File: config.mk
export PLATFORM = sky130hd
export DESIGN_NAME = timebase_gen
export DESIGN_NICKNAME = d
export VERILOG_FILES = /design/src/rtl/timebase_pkg.sv /design/src/rtl/timebase_gen_stage.sv /design/src/rtl/timebase_gen.sv
export SDC_FILE = /design/constraint.sdc
export NUM_CORES = 1
export LEC_CHECK = 0
export ABC_AREA = 1
export CORE_AREA = 2 2 160 84
export CTS_BUF_LIST = sky130_fd_sc_hd__clkbuf_8
export CTS_CLUSTER_DIAMETER = 30
export DETAILED_ROUTE_END_ITERATION = 16
export DIE_AREA = 0 0 162 86
export MAX_ROUTING_LAYER = met4
export PLACE_DENSITY = 0.71
export SETUP_SLACK_MARGIN = 0.5
export SYNTH_ARGS = -nofsm -noshare
export SYNTH_HDL_FRONTEND = slang
export SYNTH_SLANG_ARGS = --single-unit
File: constraint.sdc
create_clock -name clk -period 4.11 [get_ports clk]
set_clock_uncertainty 0.05 [all_clocks]
set_input_delay 0.822 -clock clk [delete_from_list [all_inputs] [get_ports clk]]
set_output_delay 0.822 -clock clk [all_outputs]
set_load 0.05 [all_outputs]
File: src/rtl/timebase_pkg.sv
// timebase_pkg: default parameters shared by the timebase generator and its stages.
package timebase_pkg;
    localparam int DEF_CNT_W    = 28;
    localparam int DEF_NORM_DIV = 100_000_000;
    localparam int DEF_TEST_DIV = 10;
    localparam int DEF_NUM_CH   = 3;
    localparam int DEF_CH_RATIO = 10;
endpackage

File: src/rtl/timebase_gen_stage.sv
// tb_stage: one decade-style cascade stage, advancing on each wrap of the stage below.
import timebase_pkg::*;

module tb_stage #(
    parameter int RATIO = DEF_CH_RATIO
) (
    input  logic clk,
    input  logic rst_n,
    input  logic clr_i,
    input  logic inc_i,
    output logic wrap_o
);
    localparam int W = $clog2(RATIO);
    logic [W-1:0] cnt_q, cnt_d;
    assign wrap_o = inc_i & ~clr_i & (cnt_q == W'(RATIO - 1));
    always_comb cnt_d = (clr_i | wrap_o) ? '0 : inc_i ? cnt_q + W'(1) : cnt_q;
    always_ff @(posedge clk or negedge rst_n)
        if (!rst_n) cnt_q <= '0;
        else        cnt_q <= cnt_d;
endmodule

File: src/rtl/timebase_gen.sv
// timebase_gen: programmable base divider plus cascaded stages producing one-cycle tick enables.
import timebase_pkg::*;

module timebase_gen #(
    parameter int CNT_W    = DEF_CNT_W,
    parameter int NORM_DIV = DEF_NORM_DIV,
    parameter int TEST_DIV = DEF_TEST_DIV,
    parameter int NUM_CH   = DEF_NUM_CH,
    parameter int CH_RATIO = DEF_CH_RATIO
) (
    input  logic              clk,
    input  logic              rst_n,
    input  logic              en,
    input  logic              clr,
    input  logic              testmode,
    input  logic              period_we,
    input  logic [CNT_W-1:0]  period_i,
    output logic [NUM_CH-1:0] tick,
    output logic [CNT_W-1:0]  period_cur
);
    logic              tm_meta_q, tm_s_q, tm_prev_q, pend_q;
    logic [CNT_W-1:0]  cnt_q, cnt_d, act_q, sh_q, sh_d, per;
    logic              wr, pend_d, restart, apply;
    logic [NUM_CH-1:0] wrap, tick_q;

    assign per        = tm_s_q ? CNT_W'(TEST_DIV) : act_q;
    assign restart    = clr | (tm_s_q ^ tm_prev_q);
    assign wrap[0]    = en & ~restart & (cnt_q == per - CNT_W'(1));
    assign wr         = period_we & (period_i != '0);
    assign sh_d       = wr ? period_i : sh_q;
    assign pend_d     = wr | pend_q;
    assign apply      = restart | wrap[0];
    assign cnt_d      = (restart | wrap[0]) ? '0 : en ? cnt_q + CNT_W'(1) : cnt_q;
    assign tick       = tick_q;
    assign period_cur = per;

    for (genvar k = 1; k < NUM_CH; k++) begin : g_stage
        tb_stage #(.RATIO(CH_RATIO)) u_stage (
            .clk   (clk),
            .rst_n (rst_n),
            .clr_i (restart),
            .inc_i (wrap[k-1]),
            .wrap_o(wrap[k])
        );
    end

    // A pending shadow period only takes effect at a period boundary or restart.
    always_ff @(posedge clk or negedge rst_n)
        if (!rst_n) begin
            tm_meta_q <= 1'b0;
            tm_s_q    <= 1'b0;
            tm_prev_q <= 1'b0;
            cnt_q     <= '0;
            act_q     <= CNT_W'(NORM_DIV);
            sh_q      <= CNT_W'(NORM_DIV);
            pend_q    <= 1'b0;
            tick_q    <= '0;
        end else begin
            tm_meta_q <= testmode;
            tm_s_q    <= tm_meta_q;
            tm_prev_q <= tm_s_q;
            cnt_q     <= cnt_d;
            sh_q      <= sh_d;
            act_q     <= (apply & pend_d) ? sh_d : act_q;
            pend_q    <= pend_d & ~apply;
            tick_q    <= wrap;
        end
endmodule

After elaboration in Yosys (flattened, before gate mapping) --
Index checks and enable logic that the tools add are counted.
Cells by class: $add $sub $neg 4, equal/unequal tests 3, muxes and demuxes 8, bitwise operators 17, reduce and logical (&&, ||, !) cells 4
Operators by type and width (count):
- 28-bit 2-to-1 mux | 4
- 28-bit by 1-bit adder with 28-bit output, second input constant | 1
- 28-bit equality test | 1
- 28-bit nonzero test | 1
- 28-bit by 1-bit subtractor with 28-bit output, second input constant | 1
- 4-bit 2-to-1 mux | 4
- 1-bit bitwise AND | 9
- 4-bit by 1-bit adder with 4-bit output, second input constant | 2
- 4-bit equality test, second input constant | 2
- 2-bit nonzero test | 3
- 1-bit bitwise OR | 5
- 1-bit NOT | 2
- 1-bit bitwise XOR | 1
Word-level totals: register bits after elaboration 99, input bits 34, output and inout bits 31, logic and storage cells 46

Depth between registers and ports, before layout --
depth in word-level cells 11, mapped depth 23, depth with buffers taken out 20

Hierarchy --
Synthesis repeated with hierarchy kept, for this count alone.
Second synthesis, totals: cell total of the unflattened synthesis 906, area total of the unflattened synthesis 6164.7 um^2
By module, submodules not included:
- timebase_gen | instances 1, cells each 846, area each 5689.2 um^2, seq. area each 2307.2 um^2
- tb_stage | instances 2, cells each 30, area each 237.7 um^2, seq. area each 100.1 um^2

Worst setup path after synthesis --
No wires, ideal clock.
kind reg-to-reg, start point register tm_s_q, end point register cnt_q[0], setup time 0.117 ns, arrival 2.550 ns, slack 1.392 ns, cell stages (with the launch flop) 19, clock period less this slack 2.718 ns, cell sequence dfrtp_1 -> buf_4 -> nor2_1 -> inv_1 -> nand2_1 -> nand3_1 -> a21oi_1 -> nand2_1 -> nor2_1 -> nand2_1 -> nor2_1 -> nand2_1 -> nor2_2 -> nand2_4 -> nand2_4 -> inv_2 -> buf_6 -> nand3_1 -> nand2_1
Between the ends: elaborated cells between the ends (all ways) 11
RTL lines:
- from (decl) | RTL line timebase_gen.sv:21 | logic tm_meta_q, tm_s_q, tm_prev_q, pend_q;
- from (signal assigned) | RTL line timebase_gen.sv:60 | tm_s_q <= tm_meta_q;
- 28-bit 2-to-1 mux (*) | RTL line timebase_gen.sv:26 | assign per = tm_s_q ? CNT_W'(TEST_DIV) : act_q;
- via period_cur[2] | RTL line timebase_gen.sv:19 | output logic [CNT_W-1:0] period_cur
- 28-bit by 1-bit subtractor with 28-bit output (*) | RTL line timebase_gen.sv:28 | assign wrap[0] = en & ~restart & (cnt_q == per - CNT_W'(1));
- 28-bit equality test (*) | RTL line timebase_gen.sv:28
- 1-bit bitwise AND (*) | RTL line timebase_gen.sv:28
- 1-bit bitwise OR (*) | RTL line timebase_gen.sv:33 | assign cnt_d = (restart | wrap[0]) ? '0 : en ? cnt_q + CNT_W'(1) : cnt_q;
- 28-bit 2-to-1 mux or 2-bit nonzero test (tied branches)
- to (signal assigned) | RTL line timebase_gen.sv:62 | cnt_q <= cnt_d;
- to (decl) | RTL line timebase_gen.sv:22 | logic [CNT_W-1:0] cnt_q, cnt_d, act_q, sh_q, sh_d, per;
The timed path passes the listed nets; every way through them passes the cells marked *. A chain may end at the register's enable or synchronous reset.

Final worst setup path --
start point register tm_s_q, end point output port period_cur[26]
Between the ends: longest elaborated chain between the ends 1
RTL lines (RTL line):
- 28-bit 2-to-1 mux | timebase_gen.sv:26
- to (decl) | timebase_gen.sv:19
Every way passes these cells.

==> run metrics <==
fin area=7143 um2; total global routing overflow=0; die height=86 um; async set-or-reset flop fraction in the synthesized netlist=100.0%; Period Utilization, post-route=82.69%; Pwr Density=334.4 nW/um2; Mapped Nets=924; commonest non-fill, non-tap cell in the layout=nand2_1; IO Port Bufs=64; initial core utilization=49.53%; max-cap check violation count=0; layout cell share with drive strength beyond 1=8.957%; later-pin clock latency in the skew report=0.37 ns; CTS clk-pin slew, worst paths=0.11 ns; #FFs+latches synth=99; status=complete, no violations; sequential area share after synthesis=40.80%; Hold Violations, Final=0; Worst EP required=3.24 ns; GR Util met3=5.126%; Die ar.=13930 um2; TritonCTS buffer count=9; Total Routing Usage GR=25.01%; crit path time final=3.399 ns; mapped cell area=6146 um2; max incr delay on CP=0.83 ns; critical-path maximum fanout=40; number of flops mapped to enable cells by yosys=0; busiest grt layer=met1; postcts setup bufs=0; Cell Chain, Critical Path=inv_2, buf_6, nand2_1, inv_1, clkdlybuf4s50_1; commonest cells after routing, fill and taps aside=nand2_1, inv_1, nor2_1; Die Width=162 um; Main synth FF type=dfrtp_1; core area=12410 um2; CP Class=reg2out; worst vdd ir=171.4 uV; Routed Wire Length=15.76 mm; Clk Tree Root Cell=clkbuf_8; Reg-to-Reg Start=tm_s_q; largest net degree at the start of global routing=55; Leak=3.546 nW; met2 usage=34.04%; Startpoint Class=flip-flop; post-layout util=57.56%; RSZ-0062 raised after global routing=no; DRC Markers=0; Post-Synthesis Cells=884; max-slew violation total from the final report=0; worst path bufs/invs=4; Post-DP HPWL=12.25 mm; CP Launch Point=tm_s_q; Netlist cell types=39; clk buf depth=2; hold wc startpoint=tm_meta_q; Vias/cell=5.083; final antenna-violating net count=0; top-level I/O count=65; Avg WL per Cell=14.08 um; first-pass GRT wire length=26.86 mm; worst min path class=reg2reg; RePlAce Congestion=0.9413; # nets final=984; CTS tree=yes; CP Capture Type=output port; num rows=29; initial antenna violation count=0; H-tree depth=3; Crit-path slowest cell=clkdlybuf4s50_1; synthesis warning total=0; Synth Area per Inst=6.952 um2; Fin Setup TNS=0 ns; Layout area overhead=16.23%; FMAX=294.2 MHz; Via Count=5688; final setup fails=0; met1 usage=38.81%; placed inst area=6915 um2; CP top delay family=buffers and inverters; Worst Path Arrival=2.53 ns; n_diodes=0; Worst slew margin=47.58%; vias in the first global route=5398; clk sinks=99; drt first-iter violations=498; Pre-Repair DR Iteration Count=6; Worst Tran Pin Value=0.7792 ns
[report_power, final]
part,switching (mW),internal (mW)
Combinational,0.441,0.205
Sequential,0.0529,1.07
Clock,0.386,0.236
Total,0.880,1.51
[sequential cells by signal (all words and copies together) (netlist names)]
register	cells
g_stage.u_stage.cnt_q	8
tm_meta_q	1
act_q	28
tm_prev_q	1
pend_q	1
tm_s_q	1
sh_q	28
tick	3
cnt_q	28
[cells by family (layout without fill, tap and decap cells)]
kind of cell	after synthesis	after routing	share of synthesized area, %
buffers and inverters	147	212	9.873
xor gates and xnor gates	23	23	3.278
muxes	4	4	0.7328
and+or+nand+nor	542	542	38.68
AOI/OAI and AO/OA	63	63	5.415
adders and majority gates	6	6	1.221
DFF	99	99	40.80
[Yosys cell counts (all sizes together), types with 2 or more instances]
library cell,n,area share (%)
a21oi,12,0.98
buf,13,1.7
clkbuf,9,0.55
dfrtp,75,31
dfstp,24,10
ha,6,1.2
inv,124,7.6
mux2,4,0.73
nand2,305,19
nand3,74,6.1
nand3b,7,0.86
nand4,20,2.3
nor2,103,7.3
nor3,22,1.9
nor3b,2,0.24
nor4,4,0.41
o2111a,2,0.37
o21ai,47,3.8
o21bai,2,0.24
xnor2,3,0.43
xor2,20,2.9
[routing by layer]
layer / vias to the layer above / share of wire (%) / wire length, um
met5: - / 0 / 0
met4: 0 / 0.54 / 85
met1: 2625 / 53 / 8289
li1: 2889 / - / -
met3: 10 / 8.6 / 1360
met2: 164 / 38 / 6025
[worst paths after layout]
check                                 end  slack, ns  depth (start not counted)
min reg2reg                        tm_s_q       0.31                          0
min                                tm_s_q       0.31                          0
min in group asynchronous        sh_q[25]       0.42                          1
max in group asynchronous         sh_q[8]       2.76                          2
max reg2reg                      act_q[5]       0.85                         19
max                        period_cur[26]       0.71                          5
[through the flow]
| stage | setup WS [ns] | instances | power, mW | hold slack (ns) |
|---|---|---|---|---|
| global route | 0.4983 | 1119 | 2.526 | 0.3225 |
| detailed placement | 0.5744 | 1103 | 1.770 | 0.2917 |
| finish | 0.7115 | 1119 | 2.389 | 0.3150 |
| global placement | 0.6753 | 1103 | 1.766 | 0.2895 |
| CTS | 0.5281 | 1119 | 2.391 | 0.3178 |
| floorplan | 1.392 | 884 | 1.565 | 0.2812 |
[layout make-up]
class	instances	area, um2
clock buffers	9	123.9
clock inverters	7	75.07
fillers	1181	5266
inverters	125	469.2
multi-input cells	638	3057
flip-flops and latches	99	2511
well taps	170	212.7
repair buffers	71	694.4
[timing repair]
item | CTS | global route
setup endpoints to repair | 0 | 75
hold buffers | 0 | 0
hold endpoints to repair | 0 | 0
resized for setup | 0 | 7
No activity file was read; power rests on OpenSTA's default activity.
